<file path="config.mk">
export PLATFORM = sky130hd
export DESIGN_NAME = mux_n_rr_reg
export DESIGN_NICKNAME = d
export VERILOG_FILES = /design/src/rtl/mux_n_rr_reg_pkg.sv /design/src/rtl/mux_n_rr_reg_rr_arbiter.sv /design/src/rtl/mux_n_rr_reg.sv
export SDC_FILE = /design/constraint.sdc
export NUM_CORES = 1
export LEC_CHECK = 0
export ABC_AREA = 0
export BUFFER_PORTS_ARGS = -buffer_cell sky130_fd_sc_hd__buf_4
export CORE_MARGIN = 5
export CORE_UTILIZATION = 45
export DETAILED_ROUTE_END_ITERATION = 7
export GPL_TIMING_DRIVEN = 0
export PLACE_DENSITY = 0.78
export SLEW_MARGIN = 10
export SYNTH_ARGS = -nofsm -noshare
export SYNTH_HDL_FRONTEND = slang
export SYNTH_SLANG_ARGS = --single-unit
</file>
<file path="constraint.sdc">
create_clock -name clock -period 2.62 [get_ports clock]
set_input_delay 0.524 -clock clock [delete_from_list [all_inputs] [get_ports clock]]
set_output_delay 0.524 -clock clock [all_outputs]
set_load 0.01 [all_outputs]
</file>
<file path="src/rtl/mux_n_rr_reg_pkg.sv">
// Shared constants for the registered N-channel selector.
// Mode encoding is shared between the top level and its users.
package mux_n_rr_reg_pkg;
  localparam logic MODE_SEL = 1'b0;
  localparam logic MODE_RR  = 1'b1;
endpackage

</file>
<file path="src/rtl/mux_n_rr_reg_rr_arbiter.sv">
// Combinational round-robin arbiter: first request strictly after ptr, wrapping
// back around to ptr itself, found with a masked search over a doubled vector.
module rr_arbiter
  import mux_n_rr_reg_pkg::*;
#(
  parameter  int NCH  = 4,
  localparam int SELW = $clog2(NCH)
) (
  input  logic [NCH-1:0]  req,
  input  logic [SELW-1:0] ptr,
  output logic            gnt_valid,
  output logic [SELW-1:0] gnt_idx
);

  logic [2*NCH-1:0] dreq;
  logic [2*NCH-1:0] win_mask;
  logic [2*NCH-1:0] masked;

  assign dreq = {req, req};

  // The window ptr+1 .. ptr+NCH covers every channel exactly once.
  genvar gi;
  generate
    for (gi = 0; gi < 2*NCH; gi++) begin : g_mask
      assign win_mask[gi] = (gi > int'(ptr)) && (gi <= int'(ptr) + NCH);
    end
  endgenerate

  assign masked = dreq & win_mask;

  always_comb begin
    gnt_valid = 1'b0;
    gnt_idx   = '0;
    for (int p = 2*NCH-1; p >= 0; p--) begin
      if (masked[p]) begin
        gnt_valid = 1'b1;
        gnt_idx   = (p >= NCH) ? SELW'(p - NCH) : SELW'(p);
      end
    end
  end

endmodule

</file>
<file path="src/rtl/mux_n_rr_reg.sv">
// Registered N-channel selector with per-channel valid/ready handshake, choosing
// a channel by explicit select or round-robin and holding it in a one-deep output.
module mux_n_rr_reg
  import mux_n_rr_reg_pkg::*;
#(
  parameter  int WIDTH = 32,
  parameter  int NCH   = 4,
  localparam int SELW  = $clog2(NCH)
) (
  input  logic                 clock,
  input  logic                 reset_n,
  input  logic                 mode,
  input  logic [SELW-1:0]      sel,
  input  logic [NCH*WIDTH-1:0] in_data,
  input  logic [NCH-1:0]       in_valid,
  output logic [NCH-1:0]       in_ready,
  output logic [WIDTH-1:0]     out_data,
  output logic [SELW-1:0]      out_ch,
  output logic                 out_valid,
  input  logic                 out_ready
);

  logic [WIDTH-1:0] ch_data [NCH];
  logic [NCH-1:0]   sel_hit;
  logic [NCH-1:0]   chan_oh;

  logic             load;
  logic             grant;
  logic [SELW-1:0]  chan;
  logic             rr_gnt_valid;
  logic [SELW-1:0]  rr_gnt_idx;
  logic [WIDTH-1:0] sel_data;

  logic             out_valid_q, out_valid_d;
  logic [WIDTH-1:0] out_data_q,  out_data_d;
  logic [SELW-1:0]  out_ch_q,    out_ch_d;
  logic [SELW-1:0]  ptr_q,       ptr_d;

  rr_arbiter #(.NCH(NCH)) u_rr_arbiter (
    .req       (in_valid),
    .ptr       (ptr_q),
    .gnt_valid (rr_gnt_valid),
    .gnt_idx   (rr_gnt_idx)
  );

  // An out-of-range sel matches no channel, so it can never produce a grant.
  genvar gi;
  generate
    for (gi = 0; gi < NCH; gi++) begin : g_chan
      assign ch_data[gi]  = in_data[gi*WIDTH +: WIDTH];
      assign sel_hit[gi]  = in_valid[gi] & (sel == SELW'(gi));
      assign chan_oh[gi]  = (chan == SELW'(gi));
      assign in_ready[gi] = reset_n & load & grant & chan_oh[gi];
    end
  endgenerate

  assign load  = ~out_valid_q | out_ready;
  assign chan  = (mode == MODE_RR) ? rr_gnt_idx : sel;
  assign grant = (mode == MODE_RR) ? rr_gnt_valid : |sel_hit;

  always_comb begin
    sel_data = '0;
    for (int i = 0; i < NCH; i++) begin
      if (chan_oh[i]) begin
        sel_data = ch_data[i];
      end
    end
  end

  always_comb begin
    out_valid_d = out_valid_q;
    out_data_d  = out_data_q;
    out_ch_d    = out_ch_q;
    ptr_d       = ptr_q;
    if (load) begin
      if (grant) begin
        out_valid_d = 1'b1;
        out_data_d  = sel_data;
        out_ch_d    = chan;
        ptr_d       = chan;
      end else begin
        out_valid_d = 1'b0;
      end
    end
  end

  // ptr resets to the last channel so channel 0 wins the first RR search.
  always_ff @(posedge clock) begin
    if (!reset_n) begin
      out_valid_q <= 1'b0;
      out_data_q  <= '0;
      out_ch_q    <= '0;
      ptr_q       <= SELW'(NCH - 1);
    end else begin
      out_valid_q <= out_valid_d;
      out_data_q  <= out_data_d;
      out_ch_q    <= out_ch_d;
      ptr_q       <= ptr_d;
    end
  end

  assign out_data  = out_data_q;
  assign out_ch    = out_ch_q;
  assign out_valid = out_valid_q;

endmodule

</file>
# After elaboration in Yosys (flattened, before gate mapping)
# Cells that the tools add are included.
[totals]
in_bits = 138
word_cells = 64
reg_bits = 37
out_inout_bits = 39
[op_classes]
n_lt_le_gt_ge = 10
bitwise_logic = 13
mux = 23
reduce_logical = 7
n_eq_ne = 6
n_addsub = 1
[op_table]
columns = ["operator", "count"]
rows = [
  ["$le A4 B32 Y1 const A", 4],
  ["$mux W32", 4],
  ["$le A3 B32 Y1 const A", 2],
  ["$le A2 B32 Y1 const A", 1],
  ["$mux W2", 9],
  ["$and A1 B1 Y1", 10],
  ["$mux W1", 10],
  ["$and A8 B8 Y8", 1],
  ["$eq A2 B2 Y1 const B", 4],
  ["$add A2 B3 Y4 const B", 1],
  ["$eq A2 B1 Y1 const B", 2],
  ["$gt A2 B2 Y1 const A", 2],
  ["$logic_not A2 Y1", 2],
  ["$reduce_or A4 Y1", 1],
  ["$logic_and A1 B1 Y1", 3],
  ["$gt A1 B2 Y1 const A", 1],
  ["$reduce_and A2 Y1", 1],
  ["$not A1 Y1", 1],
  ["$or A1 B1 Y1", 1],
]

# Logic depth before layout (Yosys ltp)
[depth]
depth_word = 18
ltp_mapped = 8
mapped_depth_nobuf = 5

# Cells and area by module
# Synthesis repeated with hierarchy kept, for this count alone.
[hier_totals]
hier_cells = 158
area_unflattened_um2 = 2207.1
[modules_own_cells]
columns = ["module", "cells_per_inst", "n_inst", "seq_area_each_um2", "area_each_um2"]
rows = [
  ["mux_n_rr_reg", 144, 1, 740.7, 2125.8],
  ["rr_arbiter", 14, 1, 0.0, 81.3],
]

# Worst setup path before layout
# No wires, ideal clock.
[synth_timing]
path_kind = "input-to-output"
start = "input in_valid[0]"
end = "output in_ready[0]"
t_required_ps = 2096
t_arrival_ps = 1731
stages = 7
path_buffers = 2
path_slack_ps = 365
cell_sequence = "o21ai_0 a22o_1 or2_1 buf_2 buf_2 a31o_1 nor2_1"
[synth_between]
elab_chain_cells = 9
word_cells_on_any_way = 18
classes_between = "mux (12); bitwise (4); reduce/logical (2)"
[synth_rtl]
columns = ["item", "line_no", "source"]
rows = [
  ["start: declaration", "mux_n_rr_reg.sv:15", "input logic [NCH-1:0] in_valid,"],
  ["$and A8 B8 Y8", "mux_n_rr_reg_rr_arbiter.sv:29", "assign masked = dreq & win_mask;"],
  ["$mux W1 / $mux W2 (equally long branches) (5 in series)", "mux_n_rr_reg_rr_arbiter.sv:35", "if (masked[p]) begin"],
  ["$mux W1 / $mux W2 (equally long branches)", "mux_n_rr_reg.sv:59, mux_n_rr_reg.sv:58", ""],
  ["$and A1 B1 Y1 / $logic_not A2 Y1 (equally long branches)", "mux_n_rr_reg.sv:53, mux_n_rr_reg.sv:52", ""],
  ["$and A1 B1 Y1 *", "mux_n_rr_reg.sv:53", "assign in_ready[gi] = reset_n & load & grant & chan_oh[gi];"],
  ["end: declaration", "mux_n_rr_reg.sv:16", "output logic [NCH-1:0] in_ready,"],
]
# Mark *: on every way between the ends. The rest lies on a longest branch, timed or not.

# Final worst setup path
[layout_timing]
start = "input in_valid[3]"
end = "output in_ready[1]"
[layout_between]
elab_chain_cells = 12
word_cells_on_any_way = 24
classes_between = "eq/ne (1); mux (18); bitwise (4); reduce/logical (1)"
[layout_rtl]
columns = ["item", "line_no"]
rows = [
  ["$and A8 B8 Y8", "mux_n_rr_reg_rr_arbiter.sv:29"],
  ["$mux W2 / $mux W1 (equally long branches) (8 in series)", "mux_n_rr_reg_rr_arbiter.sv:35"],
  ["$mux W2 / $mux W1 (equally long branches)", "mux_n_rr_reg.sv:58, mux_n_rr_reg.sv:59"],
  ["$eq A2 B1 Y1 / $and A1 B1 Y1 (equally long branches)", "mux_n_rr_reg.sv:52, mux_n_rr_reg.sv:53"],
  ["$and A1 B1 Y1 *", "mux_n_rr_reg.sv:53"],
]
# Marked as above.

==> results.cfg <==
[cts]
cts_buffers = 5
clkSinkCount = 37
worstSkewPairLatency_ps = 290
cts_htree_levels = 2
cts_root_buf = clkbuf_8
cts.clk_slew.worst_paths_ps = 80
hold_buffers = 0
cts_max_path_buffers = 2
cts_tree = yes

[logic_synthesis]
synth-compound-area-share_pct = 40.3
syn_area_um2 = 4080
synth-simple-area-share_pct = 30.7
synth_ff_type = dfxtp_1
syn_area_per_cell_um2 = 6.74
synthMuxAreaShare_pct = 1.10
synth_seq_cells = 37
yosysWarnings = 0
synthAdderAreaFrac_pct = 0
synth_top_area_cell = dfxtp_1
synthCells = 606
synth_fp_nets = 744
synth-seq-area-share_pct = 18.1
synthArstFlopShare_pct = 0
yosysUniqueCellTypes = 31
synth_xor_area_share_pct = 0
synthTopCellsByArea = dfxtp_1 18%, a211oi_1 12%, a22oi_1 12%
synth_top_area_share_pct = 18.1
synth-edff-count = 0
synth_top_family_by_area = compound AO/OA/AOI/OAI gates

[sta]
finalHoldViolations = 0
setup_viol = 0
slew_headroom_pct = 53.5
period_minus_slack_ps = 2540
min_period_over_period_pct = 96.8
finalSetupTns_ps = 0
holdWs_ps = 479
skew_ps = 6.40
fmax_mhz = 394
tightest_slew_ps = 694
finalMaxSlewViolations = 0

[floorplanning]
start_util_pct = 46.6
die_area_um2 = 11100
rows = 34
die_h_um = 105
fp.dieW_um = 105
core-area_um2 = 8760
io_pins = 177

[critical_path]
slowest_stage = or4_4
criticalPathCategory = input port to output pin
crit_top_cell = buf_4
r2r_start = ptr_q[0]
setup.worst_path.end_class = output pin
crit_chain = buf_4, or4_4, mux2i_4, nor3_2, nand2b_1, buf_6, buf_8, nor2_1, buf_4
cp.required_ps = 2100
cp-startpoint = in_valid[3]
crit_arrival_ps = 2010
crit_fanout = 10
critPathMaxStageDelay_ps = 540
start_kind = input port

[layout]
final_cell_mix = 178 x buf_4, 67 x nand2_1, 66 x o21ai_0, 66 x a211oi_1
antenna_cells = 0
synthToLayoutAreaGrowth_pct = 39.5
final_cell_area_um2 = 5690
final_common_cell = buf_4
drive_gt1_share_pct = 28.8
final_util_pct = 65.0
finalNetCount = 926

[place]
placedInstanceArea_um2 = 5520
gp_congestion = 0.971
port_buffers = 174
post-dp-hpwl_um = 13600

[grt]
overflow = 0
grt_max_degree = 17
grt_use_met2_pct = 49.6
top_usage_layer = met2
met3_usage_pct = 4.22
grt.met1_usage_pct = 38.6
antenna_found_initial = 0
grt_use_total_pct = 29.1
grt_pass1_vias = 5559
grt_pass1_wl_um = 27600

[pwr]
power_density_nw_per_um2 = 430
peakVddDrop_mv = 0.238
p_leak_nw = 2.51
finalPower_w = 0.00245

[status]
status = complete, no violations

[route]
drc_errors = 0
postRouteAntennaNets = 0
drt_iter0_markers = 709
dr_total_vias = 5994
routed_wl_um = 17900
post_drt_wl_per_cell_um = 19.9
dr.pass1.iters = 6
vias_per_cell = 6.68

[job]
max-cap-violations = 0

[hold_path]
min_path_type = flop to flop
min_from = out_ch[1]
registers in the layout, summed over array words and instances, names as in the netlist:
register	flops
out_data	32
ptr_q	2
out_valid	1
out_ch	2
cells by family after synthesis:
kind of cell,after synthesis
and+or+nand+nor,248
DFF,37
buffers and inverters,82
muxes,2
AOI/OAI and AO/OA,237
synthesized netlist by cell type (7+ instances only):
master	n
buf_6	7
nand3_1	33
nor2_1	9
o21ai_0	66
buf_2	28
clkbuf_1	38
and3_1	64
a22oi_1	64
nor3_1	64
nand2_1	67
dfxtp_1	37
o221ai_1	32
a211oi_1	66
repair_timing:
| action | in CTS | in global routing |
|---|---|---|
| cloned | 0 | 0 |
| pin swaps | 0 | 1 |
| endpoints found under the hold margin | 0 | 0 |
| resized for setup | 1 | 7 |
| buffers inserted | 0 | 3 |
| endpoints found under the setup margin | 3 | 4 |
area by class of cell:
type                       instances  area, µm²
fill                             755       3070
multi-input combinational        487       2950
tap                              108        135
buffer                            76        392
inverter                           4       15.0
clock inverter                     3       65.1
sequential                        37        742
timing repair buffer             177       1330
clock buffer                       5       68.8
critical path: cells and delay by family:
| kind | cells | cell delay [ps] |
|---|---|---|
| buffers and inverters | 4 | 520 |
| AND/OR/NAND/NOR | 4 | 760 |
| multiplexers | 1 | 210 |
per-stage QoR:
| stage | cells | setup slack (ps) |
|---|---|---|
| after floorplan | 606 | 365 |
| after global placement | 888 | 2.93 |
| after detailed placement | 888 | -12.1 |
| after CTS | 895 | 5.47 |
| after global routing | 897 | -25.6 |
| final | 897 | 83.6 |
path summary, 6_finish.rpt:
kind	to	slack, ps	cells after the start
worst max-delay path	in_ready[1]	80	9
worst max register to register	out_data[0]	380	7
worst min-delay path	out_ch[1]	480	2
worst min register to register	out_ch[1]	480	2
routing by layer:
layer  wire [µm]  up-vias  share of wire (%)
met4         297        0                1.7
met2        8540      443                 48
met3        1960       40                 11
li1            -     2723                  -
met5           0        -                  0
met1        7090     2788                 40
power breakdown:
group          internal, W  switching, W
clock network     0.000379      0.000226
registers         0.000641     0.0000472
logic             0.000514      0.000644
total              0.00153      0.000917
No activity file was read; power rests on OpenSTA's default activity.
